`src/rtl/gray_codec_pipe.sv`:
```
// Two-stage valid/ready pipeline converting gray<->binary per beat.
// Optional gray-adjacency checker compiled in with GRAY_CODEC_ADJ_CHK_EN.
module gray_codec_pipe #(
    parameter int W = 8
) (
    input  logic         clk,
    input  logic         rst_n,
    input  logic         in_valid,
    output logic         in_ready,
    input  logic [W-1:0] in_data,
    input  logic         mode,
    output logic         out_valid,
    input  logic         out_ready,
    output logic [W-1:0] out_data,
    output logic         out_mode,
    output logic         adj_err
);

    function automatic logic [W-1:0] gray2bin(input logic [W-1:0] g);
        logic [W-1:0] b;
        b[W-1] = g[W-1];
        for (int i = W - 2; i >= 0; i--) begin
            b[i] = b[i+1] ^ g[i];
        end
        return b;
    endfunction

    function automatic logic [W-1:0] bin2gray(input logic [W-1:0] b);
        return b ^ (b >> 1);
    endfunction

    logic         r_s1_valid;
    logic [W-1:0] r_s1_data;
    logic         r_s1_mode;
    logic         r_s2_valid;
    logic [W-1:0] r_s2_data;
    logic         r_s2_mode;

    logic w_s2_adv;
    logic w_s1_adv;
    logic w_accept;

    assign w_s2_adv = ~r_s2_valid | out_ready;
    assign w_s1_adv = ~r_s1_valid | w_s2_adv;
    assign in_ready = rst_n & w_s1_adv;
    assign w_accept = in_valid & in_ready;

    // Stage 1: capture the raw word and its mode on acceptance.
    always_ff @(posedge clk) begin
        if (!rst_n) begin
            r_s1_valid <= 1'b0;
            r_s1_data  <= {W{1'b0}};
            r_s1_mode  <= 1'b0;
        end else if (w_s1_adv) begin
            r_s1_valid <= in_valid;
            if (in_valid) begin
                r_s1_data <= in_data;
                r_s1_mode <= mode;
            end
        end
    end

    // Stage 2: convert and hold the result until downstream takes it.
    always_ff @(posedge clk) begin
        if (!rst_n) begin
            r_s2_valid <= 1'b0;
            r_s2_data  <= {W{1'b0}};
            r_s2_mode  <= 1'b0;
        end else if (w_s2_adv) begin
            r_s2_valid <= r_s1_valid;
            if (r_s1_valid) begin
                r_s2_data <= r_s1_mode ? bin2gray(r_s1_data) : gray2bin(r_s1_data);
                r_s2_mode <= r_s1_mode;
            end
        end
    end

    assign out_valid = r_s2_valid;
    assign out_data  = r_s2_data;
    assign out_mode  = r_s2_mode;

`ifdef GRAY_CODEC_ADJ_CHK_EN
    function automatic logic is_onehot(input logic [W-1:0] x);
        return (x != {W{1'b0}}) && ((x & (x - {{(W-1){1'b0}}, 1'b1})) == {W{1'b0}});
    endfunction

    logic [W-1:0] r_hist;
    logic         r_hist_valid;
    logic         r_adj_err;

    // Successive gray-mode inputs must differ in exactly one bit; error is sticky.
    always_ff @(posedge clk) begin
        if (!rst_n) begin
            r_hist       <= {W{1'b0}};
            r_hist_valid <= 1'b0;
            r_adj_err    <= 1'b0;
        end else if (w_accept && !mode) begin
            if (r_hist_valid && !is_onehot(in_data ^ r_hist)) begin
                r_adj_err <= 1'b1;
            end
            r_hist       <= in_data;
            r_hist_valid <= 1'b1;
        end
    end

    assign adj_err = r_adj_err;
`else
    assign adj_err = 1'b0;
`endif

endmodule

```
`config.mk`:
```
export PLATFORM = sky130hd
export DESIGN_NAME = gray_codec_pipe
export DESIGN_NICKNAME = d
export VERILOG_FILES = /design/src/rtl/gray_codec_pipe.sv
export SDC_FILE = /design/constraint.sdc
export NUM_CORES = 1
export LEC_CHECK = 0
export BUFFER_PORTS_ARGS = -buffer_cell sky130_fd_sc_hd__buf_2
export CAP_MARGIN = 20
export CORE_MARGIN = 4
export CORE_UTILIZATION = 40
export DETAILED_ROUTE_END_ITERATION = 7
export PLACE_DENSITY_LB_ADDON = 0.12
export SETUP_SLACK_MARGIN = 0.02
export SLEW_MARGIN = 20
export SYNTH_ARGS = -nofsm -noshare
export SYNTH_HDL_FRONTEND = slang
export SYNTH_SLANG_ARGS = --single-unit
```
`constraint.sdc`:
```
create_clock -name clk -period 1.3 [get_ports clk]
set_input_delay 0.13 -clock clk [delete_from_list [all_inputs] [get_ports clk]]
set_output_delay 0.13 -clock clk [all_outputs]
set_load 0.1 [all_outputs]
```
==> qor.yml, run 1 <==
cp-end-kind: "flip-flop"
cts_root_buffer: "clkbuf_4"
synth_edf_count: 0
worst_path_largest_cell_delay_ns: 0.44
highest_layer: "met4"
fin_area_sq_mm: 0.00129
crit_path_top_delay_cell: "xnor3_2"
first_global_vias: 848
num_rows: 17
drc: 0
setup_viol: 4
final_cells: 178
avgSynthCellArea_sq_um: 8.27
reg2reg_depth: 4
switching_share_pct: 35.2
startpoint: "r_s1_data[7]"
multi_input_area_sq_um: 567
cts_made_buffers: 3
yosysTopAreaCell: "dfxtp_1"
period_share_pct: 107
port_buffers: 23
critical_path.max_fanout: 3
dr_wl_met2_microns: 1060
r2r_setup_slack_ns: -0.09
outcome: "finished with violations"
setup_slack_ns: -0.0909
synth_top_family_by_area: "simple AND/OR/NAND/NOR gates"
cts_tree: "built"
vias_per_cell: 5.02
hp-class: "input port to flip-flop"
dp_cells: 173
max_freq_mhz: 719
timing.rr.start: "r_s1_data[7]"
crit_arrival_ns: 1.58
finalMaxSlewViolations: 0
yosys.area_share.simple_pct: 23.3
grt_pass1_wl_microns: 3740
via_count: 894
final-seq-area_sq_um: 417
combPwrFrac_pct: 30.9
dieArea_sq_mm: 0.00329
hold_viol: 0
dp_slack_ns: -0.102
first_pass_iters: 6
ys.warnings.count: 0
crit_end: "out_data[1]"
r2r_end: "out_data[1]"
worst_ep_required_time_ns: 1.49
synth_top_flop_cell: "dfxtp_1"
final_antenna_net_count: 0
drv_cap: 0
startpoint_type: "flip-flop"
ios: 25
yosys_register_bits: 20
clkTransAtPathRegs_ns: 0.11
syn_area_sq_um: 976
cp_cell_sequence: "xnor3_2 > xnor2_1 > o2111ai_1 > o311ai_1"
worstSkewPairLatency_ns: 0.31
synth_common_cells: "20 x dfxtp_1, 19 x nand2_1, 17 x a21oi_1, 14 x nand3_1, 6 x xnor2_1"
synth_compound_area_share_pct: 15.0
clkPwrFrac_pct: 24.2
wl_met3_microns: 127
core_area_sq_mm: 0.00228
antennaDiodeCount: 0
async_reset_ff_share_pct: 0
period_needed_ns: 1.39
yosysSeqAreaShare_pct: 41.0
synthDistinctLibCells: 31
gp_congestion: 0.774
skew_ns: 0.00232
synth_nets: 131
post-dp-hpwl_microns: 1690
min_from: "in_data[7]"
synth_most_common_cell: "dfxtp_1"
power.total_w: 0.00152
dieHeight_microns: 57.4
initialDrtViolationCount: 9
p_per_area_mw_per_mm2: 1170
final_nets: 164
wl_met1_microns: 963
fillers: 225
vdd_ir_drop_max_v: 0.000668
cts_sinks: 20
intPower_w: 0.000982
p_switching_w: 0.000534
routed_wl_microns: 2180
seqPwrFrac_pct: 45.0
failed_checks: "negative setup slack"
start_util_pct: 42.9
synth.area.top_cells: "dfxtp_1 41%, a21oi_1 8.7%, nand2_1 7.3%"
grt_overflow_total: 0
synth.top_cell.area_share_pct: 41.0
htreeDepth: 1
rsz0062_at_grt: "true"
whs_ns: 0.0540
synthAdderAreaFrac_pct: 0
critPathKind: "flip-flop to flip-flop"
p_leak_nw: 0.567
placed_cell_area_sq_mm: 0.00123
area_growth_pct: 32.6
cts.path.max_buffers: 2
synth_xor_area_share_pct: 14.5
muxShareOfSynthArea_pct: 1.03
grt_max_degree: 12
antenna_found_initial: 0
drive_gt1_share_pct: 38.7
grt_usage_pct: 14.6
wl_per_cell_microns: 12.2
worst_hold_path.num_cells: 3
die_w_microns: 57.4
syn_inst: 118
[placed cells by master, fill, tap and decap left out, drive strengths merged]
cell / count
mux2i: 1
conb: 1
nand2b: 1
or3: 2
xnor3: 2
dfxtp: 20
a21oi: 17
nand3: 14
and2: 1
nand4b: 1
o311ai: 2
nor2b: 2
and3: 2
nor2: 5
inv: 3
o31ai: 1
o21ai: 3
xor2: 3
xnor2: 7
a211oi: 1
buf: 36
nand3b: 1
nand2: 19
o2111ai: 1
clkbuf: 4
[kinds of logic (layout without fill, tap and decap cells)]
group           after synthesis  after routing
simple gates                 48             48
mux                           1              1
flops                        20             20
other cells                   1              1
xor+xnor                     12             12
compound gates               25             25
buf+inv                      11             43
[area by class of cell]
cell class / count / share of cell area [%]
Multi-Input combinational cell: 87 / 43.8
Sequential cell: 20 / 32.2
Timing Repair Buffer: 36 / 17.6
Clock buffer: 4 / 2.80
Tap cell: 28 / 2.71
Inverter: 3 / 0.870
[power by group through the flow]
stage               Clock [W]  Sequential [W]  Combinational (W)
finish               0.000366        0.000682           0.000468
global route         0.000404        0.000688           0.000500
CTS                  0.000379        0.000682           0.000467
detailed placement          0        0.000699           0.000459
global placement            0        0.000697           0.000453
floorplan                   0        0.000837           0.000213
[registers in the layout, summed over array words and instances (netlist names)]
name,count
out_mode,1
out_valid,1
r_s1_mode,1
r_s1_valid,1
r_s1_data,8
out_data,8
[stage by stage]
| stage | util [%] | setup TNS, ns |
|---|---|---|
| floorplan | - | -0.101 |
| detailed placement | 53.9 | -0.222 |
| global route | 56.8 | -0.628 |
| CTS | 56.3 | -0.231 |
| global placement | 53.9 | -0.0971 |
| finish | 56.8 | -0.232 |
[how the worst min path moves through the flow]
stage          slack (ns)           end
2_1_floorplan        0.28  r_s1_data[0]
3_3_place_gp         0.39  r_s1_data[7]
3_5_place_dp         0.39  r_s1_data[7]
4_1_cts              0.05  r_s1_data[7]
5_1_grt              0.05  r_s1_data[5]
6_report             0.05  r_s1_data[7]
[layer usage]
layer	track usage (%)	vias to the layer above
met5	0	-
met3	4.52	4
met2	24.7	24
li1	-	466
met4	4.97	0
met1	17.4	400
[worst max-delay path: cells and delay by family, from the launching register on]
family | cells | cell delay (ns)
DFF | 1 | 0.36
xor gates and xnor gates | 2 | 0.60
AOI/OAI and AO/OA | 2 | 0.31
[timing repair]
item	4_1_cts	5_1_grt
gates cloned	0	0
gates resized for setup	4	3
setup endpoints to repair	5	11
buffers inserted	1	0
pin swaps	3	1
hold buffers	0	0
(Power assumes the default switching activity.)
==> run 2: changes to the inputs <==
REMOVE_ABC_BUFFERS = 1   (was default)
==> qor.yml, run 2 (same netlist as run 1, synthesis figures left out) <==
finalMaxSlewViolations: 0  # unchanged
clkPwrFrac_pct: 30.6  # +6.4 points
clkTransAtPathRegs_ns: 0.13  # +0.02 ns
final_nets: 166  # +1.2%
num_rows: 17  # unchanged
drive_gt1_share_pct: 40.8  # +2.1 points
area_growth_pct: 38.2
initialDrtViolationCount: 9  # unchanged
first_pass_iters: 4  # -2
die_w_microns: 57.4  # unchanged
seqPwrFrac_pct: 40.3  # -4.7 points
switching_share_pct: 32.7  # -2.5 points
combPwrFrac_pct: 29.1  # -1.8 points
htreeDepth: 1  # unchanged
p_per_area_mw_per_mm2: 1260  # +7.3%
vdd_ir_drop_max_v: 0.000632  # -5.3%
rsz0062_at_grt: "true"
worst-path-stages: 4  # unchanged
critPathKind: "flip-flop to flip-flop"
worstSkewPairLatency_ns: 0.31  # about the same
max_freq_mhz: 709  # -1.4%
start_util_pct: 42.9  # unchanged
dp_cells: 174  # +0.58%
cts_sinks: 20  # unchanged
whs_ns: 0.0615  # +0.00755 ns
failed_checks: "negative setup slack"
antenna_found_initial: 0  # unchanged
final_antenna_net_count: 0  # unchanged
p_leak_nw: 0.582  # +2.8%
critical_path.max_fanout: 3  # unchanged
worst_ep_required_time_ns: 1.48  # about the same
port_buffers: 23  # unchanged
p_switching_w: 0.000554  # +3.9%
cts.path.max_buffers: 2  # unchanged
antennaDiodeCount: 0  # unchanged
reg2reg_depth: 4  # unchanged
final_common_cell: "buf_2"
cts_made_buffers: 3  # unchanged
critPathBufInv: 0  # unchanged
cts_tree: "built"
drc: 0  # unchanged
worst_path_largest_cell_delay_ns: 0.46  # +0.02 ns
skew_ns: 0.0178  # +0.0155 ns
grt_usage_pct: 14.1  # -0.48 points
period_share_pct: 109  # +1.5 points
final_cells: 180  # +1.1%
grt_pass1_wl_microns: 3760  # +0.56%
setup_viol: 4  # unchanged
dieArea_sq_mm: 0.00329  # unchanged
setup_slack_ns: -0.111  # -0.0199 ns
grt_overflow_total: 0  # unchanged
final.setup.tns_ns: -0.266  # -0.0337 ns
post-dp-hpwl_microns: 1620  # -4.0%
first_global_vias: 847  # -0.12%
cp-end-kind: "flip-flop"
crit_arrival_ns: 1.59  # about the same
vias_per_cell: 4.87  # -3.1%
period_needed_ns: 1.41  # +0.0199 ns
dieHeight_microns: 57.4  # unchanged
ios: 25  # unchanged
hold_viol: 0  # unchanged
dp_slack_ns: -0.139  # -0.0368 ns
via_count: 876  # -2.0%
final_cell_mix: "21 x buf_2, 18 x nand2_1, 16 x a21oi_1, 15 x dfxtp_1, 14 x nand3_1"
crit_path_top_delay_cell: "xnor3_2"
routed_wl_microns: 2170  # about the same
wl_per_cell_microns: 12.1  # -1.2%
startpoint_type: "flip-flop"
intPower_w: 0.00114  # +16%
core_area_sq_mm: 0.00228  # unchanged
worst_hold_path.num_cells: 3  # unchanged
cpLargestDelayFamily: "XOR/XNOR gates"
hp-class: "input port to flip-flop"
cp_cell_sequence: "xnor3_2 > xnor2_1 > o2111ai_1 > o311ai_1"
gp_congestion: 0.802  # +3.5%
grt_max_degree: 13  # +1
drv_cap: 0  # unchanged
cts_root_buffer: "clkbuf_4"
fillers: 193  # -14%
outcome: "finished with violations"
run 2: cell count changes in the layout (fill, tap and decap cells not counted), sizes merged:
cell and change:
buf +1, bufinv +1
run 2: per-stage QoR:
stage                     util (%)  cell area, sq um  power, W
after floorplan                  -               941   0.00103
after global placement        52.9              1200   0.00114
after detailed placement      52.9              1200   0.00115
after CTS                     57.7              1310   0.00169
after global routing          59.3              1350   0.00177
final                         59.3              1350   0.00170
run 2: layer usage:
metal  GRT usage (%)  vias to the layer above  wire length (microns)
met4            3.97                        0                      9
met5               0                        -                      0
met3            3.17                        2                     95
li1                -                      469                      -
met1            18.1                      388                   1080
met2            23.7                       17                    988
run 2: path summary, 6_finish.rpt:
path,from,to,slack [ns]
hold reg to reg,out_data[5],out_data[5],0.46
setup reg to reg,r_s1_data[7],out_data[1],-0.11
hold / removal,mode,r_s1_mode,0.06
setup / recovery,r_s1_data[7],out_data[1],-0.11
run 2: area by class of cell:
class,count,area [sq um],share of cell area [%]
sequential,20,409,30.3
clock inverter,1,30.0,2.23
inverter,3,11.3,0.835
multi-input combinational,87,588,43.6
clock buffer,3,22.5,1.67
tap,28,35.0,2.60
timing repair buffer,38,253,18.7
run 2: worst register-to-register path: cells and delay by family, from the launching register on:
kind | cells | cell delay [ns]
xor+xnor | 2 | 0.62
compound gates | 2 | 0.29
flops | 1 | 0.36
run 2: power groups by stage:
stage | clock [W] | combinational, W | sequential, W
global route | 0.000556 | 0.000525 | 0.000690
global placement | 0 | 0.000452 | 0.000692
finish | 0.000519 | 0.000493 | 0.000684
CTS | 0.000529 | 0.000478 | 0.000684
floorplan | 0 | 0.000188 | 0.000840
detailed placement | 0 | 0.000456 | 0.000694
run 2: repair_timing:
action / 4_1_cts / 5_1_grt
cloned: 0 / 0
resized for setup: 14 / 10
setup buffers: 1 / 1
setup endpoints to repair: 6 / 10
hold endpoints to repair: 0 / 0
pin swaps: 5 / 5
hold buffers: 0 / 0
==> run 3: changes to the inputs <==
CTS_BUF_LIST = sky130_fd_sc_hd__clkbuf_16   (was default)
==> qor.yml, run 3 (same netlist as run 1, synthesis figures left out) <==
crit_arrival_ns: 1.49  # -0.10 ns
dieArea_sq_mm: 0.00329  # unchanged
dieHeight_microns: 57.4  # unchanged
critical_path.max_fanout: 3  # unchanged
period_needed_ns: 1.37  # -0.0415 ns
setup_viol: 3  # -1
critPathKind: "flip-flop to flip-flop"
grt_pass1_wl_microns: 3820  # +1.6%
reg2reg_depth: 4  # unchanged
vdd_ir_drop_max_v: 0.000819  # +30%
hp-class: "input port to flip-flop"
final_common_cell: "buf_2"
placed_cell_area_sq_mm: 0.00120  # unchanged
antennaDiodeCount: 0  # unchanged
htreeDepth: 1  # unchanged
r2r_end: "out_data[1]"
num_rows: 17  # unchanged
antenna_found_initial: 0  # unchanged
multi_input_area_sq_um: 576  # -2.1%
setup_slack_ns: -0.0693  # +0.0415 ns
wl_per_cell_microns: 12.0  # -1.0%
cts_tree: "built"
p_per_area_mw_per_mm2: 1460  # +16%
port_buffers: 23  # unchanged
worst_hold_path.num_cells: 3  # unchanged
final-seq-area_sq_um: 410  # +0.31%
min_from: "mode"
cp-end-kind: "flip-flop"
cts_made_buffers: 3  # unchanged
final_cell_mix: "22 x buf_2, 18 x nand2_1, 16 x a21oi_1, 14 x nand3_1, 14 x dfxtp_1"
cts.path.max_buffers: 2  # unchanged
routed_wl_microns: 2140  # -1.6%
die_w_microns: 57.4  # unchanged
final_antenna_net_count: 0  # unchanged
skew_ns: 0.00824  # -0.00960 ns
core_area_sq_mm: 0.00228  # unchanged
cts_root_buffer: "clkbuf_16"
p_leak_nw: 0.599  # +2.8%
period_share_pct: 105  # -3.2 points
max_freq_mhz: 730  # +3.0%
cts_sinks: 20  # unchanged
drv_cap: 0  # unchanged
initialDrtViolationCount: 9  # unchanged
timing.rr.start: "r_s1_data[7]"
failed_checks: "negative setup slack"
ios: 25  # unchanged
worstSkewPairLatency_ns: 0.25  # -0.06 ns
min_to: "r_s1_mode"
worst_ep_required_time_ns: 1.42  # -0.06 ns
cts_hold_buffers: 0  # unchanged
area_growth_pct: 41.0
start_util_pct: 42.9  # unchanged
startpoint_type: "flip-flop"
fin_area_sq_mm: 0.00138  # +2.0%
rsz0062_at_grt: "true"
post-dp-hpwl_microns: 1620  # unchanged
clkTransAtPathRegs_ns: 0.06  # -0.07 ns
fillers: 183  # -5.2%
r2r_setup_slack_ns: -0.07  # +0.04 ns
final_nets: 165  # -0.60%
grt_max_degree: 13  # unchanged
drc: 0  # unchanged
vias_per_cell: 4.97  # +2.1%
via_count: 889  # +1.5%
outcome: "finished with violations"
grt_overflow_total: 0  # unchanged
first_pass_iters: 4  # unchanged
hold_viol: 0  # unchanged
finalMaxSlewViolations: 0  # unchanged
gp_congestion: 0.802  # unchanged
drive_gt1_share_pct: 40.4  # -0.39 points
first_global_vias: 857  # +1.2%
final.setup.tns_ns: -0.151  # +0.114 ns
grt_usage_pct: 14.5  # +0.37 points
==> run 3: cell count changes in the layout (fill, tap and decap cells not counted), sizes merged <==
| cell | change |
|---|---|
| clkbuf | -1 |
==> run 3: critical path, cell delays in order (launching register included) <==
cell and delay [ns]:
dfxtp_2 0.33, xnor3_2 0.46, xnor2_1 0.16, o2111ai_1 0.18, o311ai_1 0.11
==> run 3: layout make-up <==
| class | instances | share of cell area (%) |
|---|---|---|
| sequential | 20 | 29.8 |
| inverter | 3 | 0.818 |
| timing repair buffer | 37 | 17.4 |
| clock buffer | 3 | 5.45 |
| multi-input combinational | 87 | 41.8 |
| clock inverter | 1 | 2.18 |
| tap | 28 | 2.55 |
==> run 3: worst max-delay path by stage <==
| stage | startpoint | to | slack, ns |
|---|---|---|---|
| final | r_s1_data[7] | out_data[1] | -0.07 |
| after global routing | r_s1_data[6] | out_data[1] | -0.12 |
| after CTS | r_s1_data[7] | out_data[0] | -0.08 |
| after detailed placement | r_s1_data[5] | out_data[0] | -0.14 |
| after global placement | r_s1_data[5] | out_data[0] | -0.1 |
| after floorplan | out_valid | in_ready | -1.26 |
==> run 3: where the power goes <==
group | switching [W] | internal (W) | leakage [nW]
logic | 0.000308 | 0.000172 | 0.381
clock network | 0.000238 | 0.000611 | 0.0511
registers | 0.0000318 | 0.000652 | 0.167
==> run 3: repair_timing <==
item | in CTS | in global routing
gates resized for setup | 10 | 8
setup endpoints to repair | 5 | 8
pin swaps | 4 | 3
endpoints found under the hold margin | 0 | 0
setup buffers | 1 | 0
==> run 3: metal layers <==
layer,vias up,part of all wire [%],global-route usage [%],routed length [microns]
met5,-,0,0,0
met4,0,1.4,4.97,29
met3,4,5.2,3.17,111
met2,23,45,23.7,971
met1,394,48,18.7,1030
li1,468,-,-,-
==> run 3: through the flow <==
step                      util (%)  instances  total power [W]  hold slack (ns)  worst slack [ns]
after floorplan                  -        110          0.00103            0.259             -1.26
after global placement        52.9        174          0.00114            0.398           -0.0980
after detailed placement      52.9        174          0.00115            0.397            -0.139
after CTS                     59.5        179          0.00202            0.127           -0.0826
after global routing          60.5        179          0.00208            0.151            -0.119
final                         60.5        179          0.00201            0.123           -0.0693
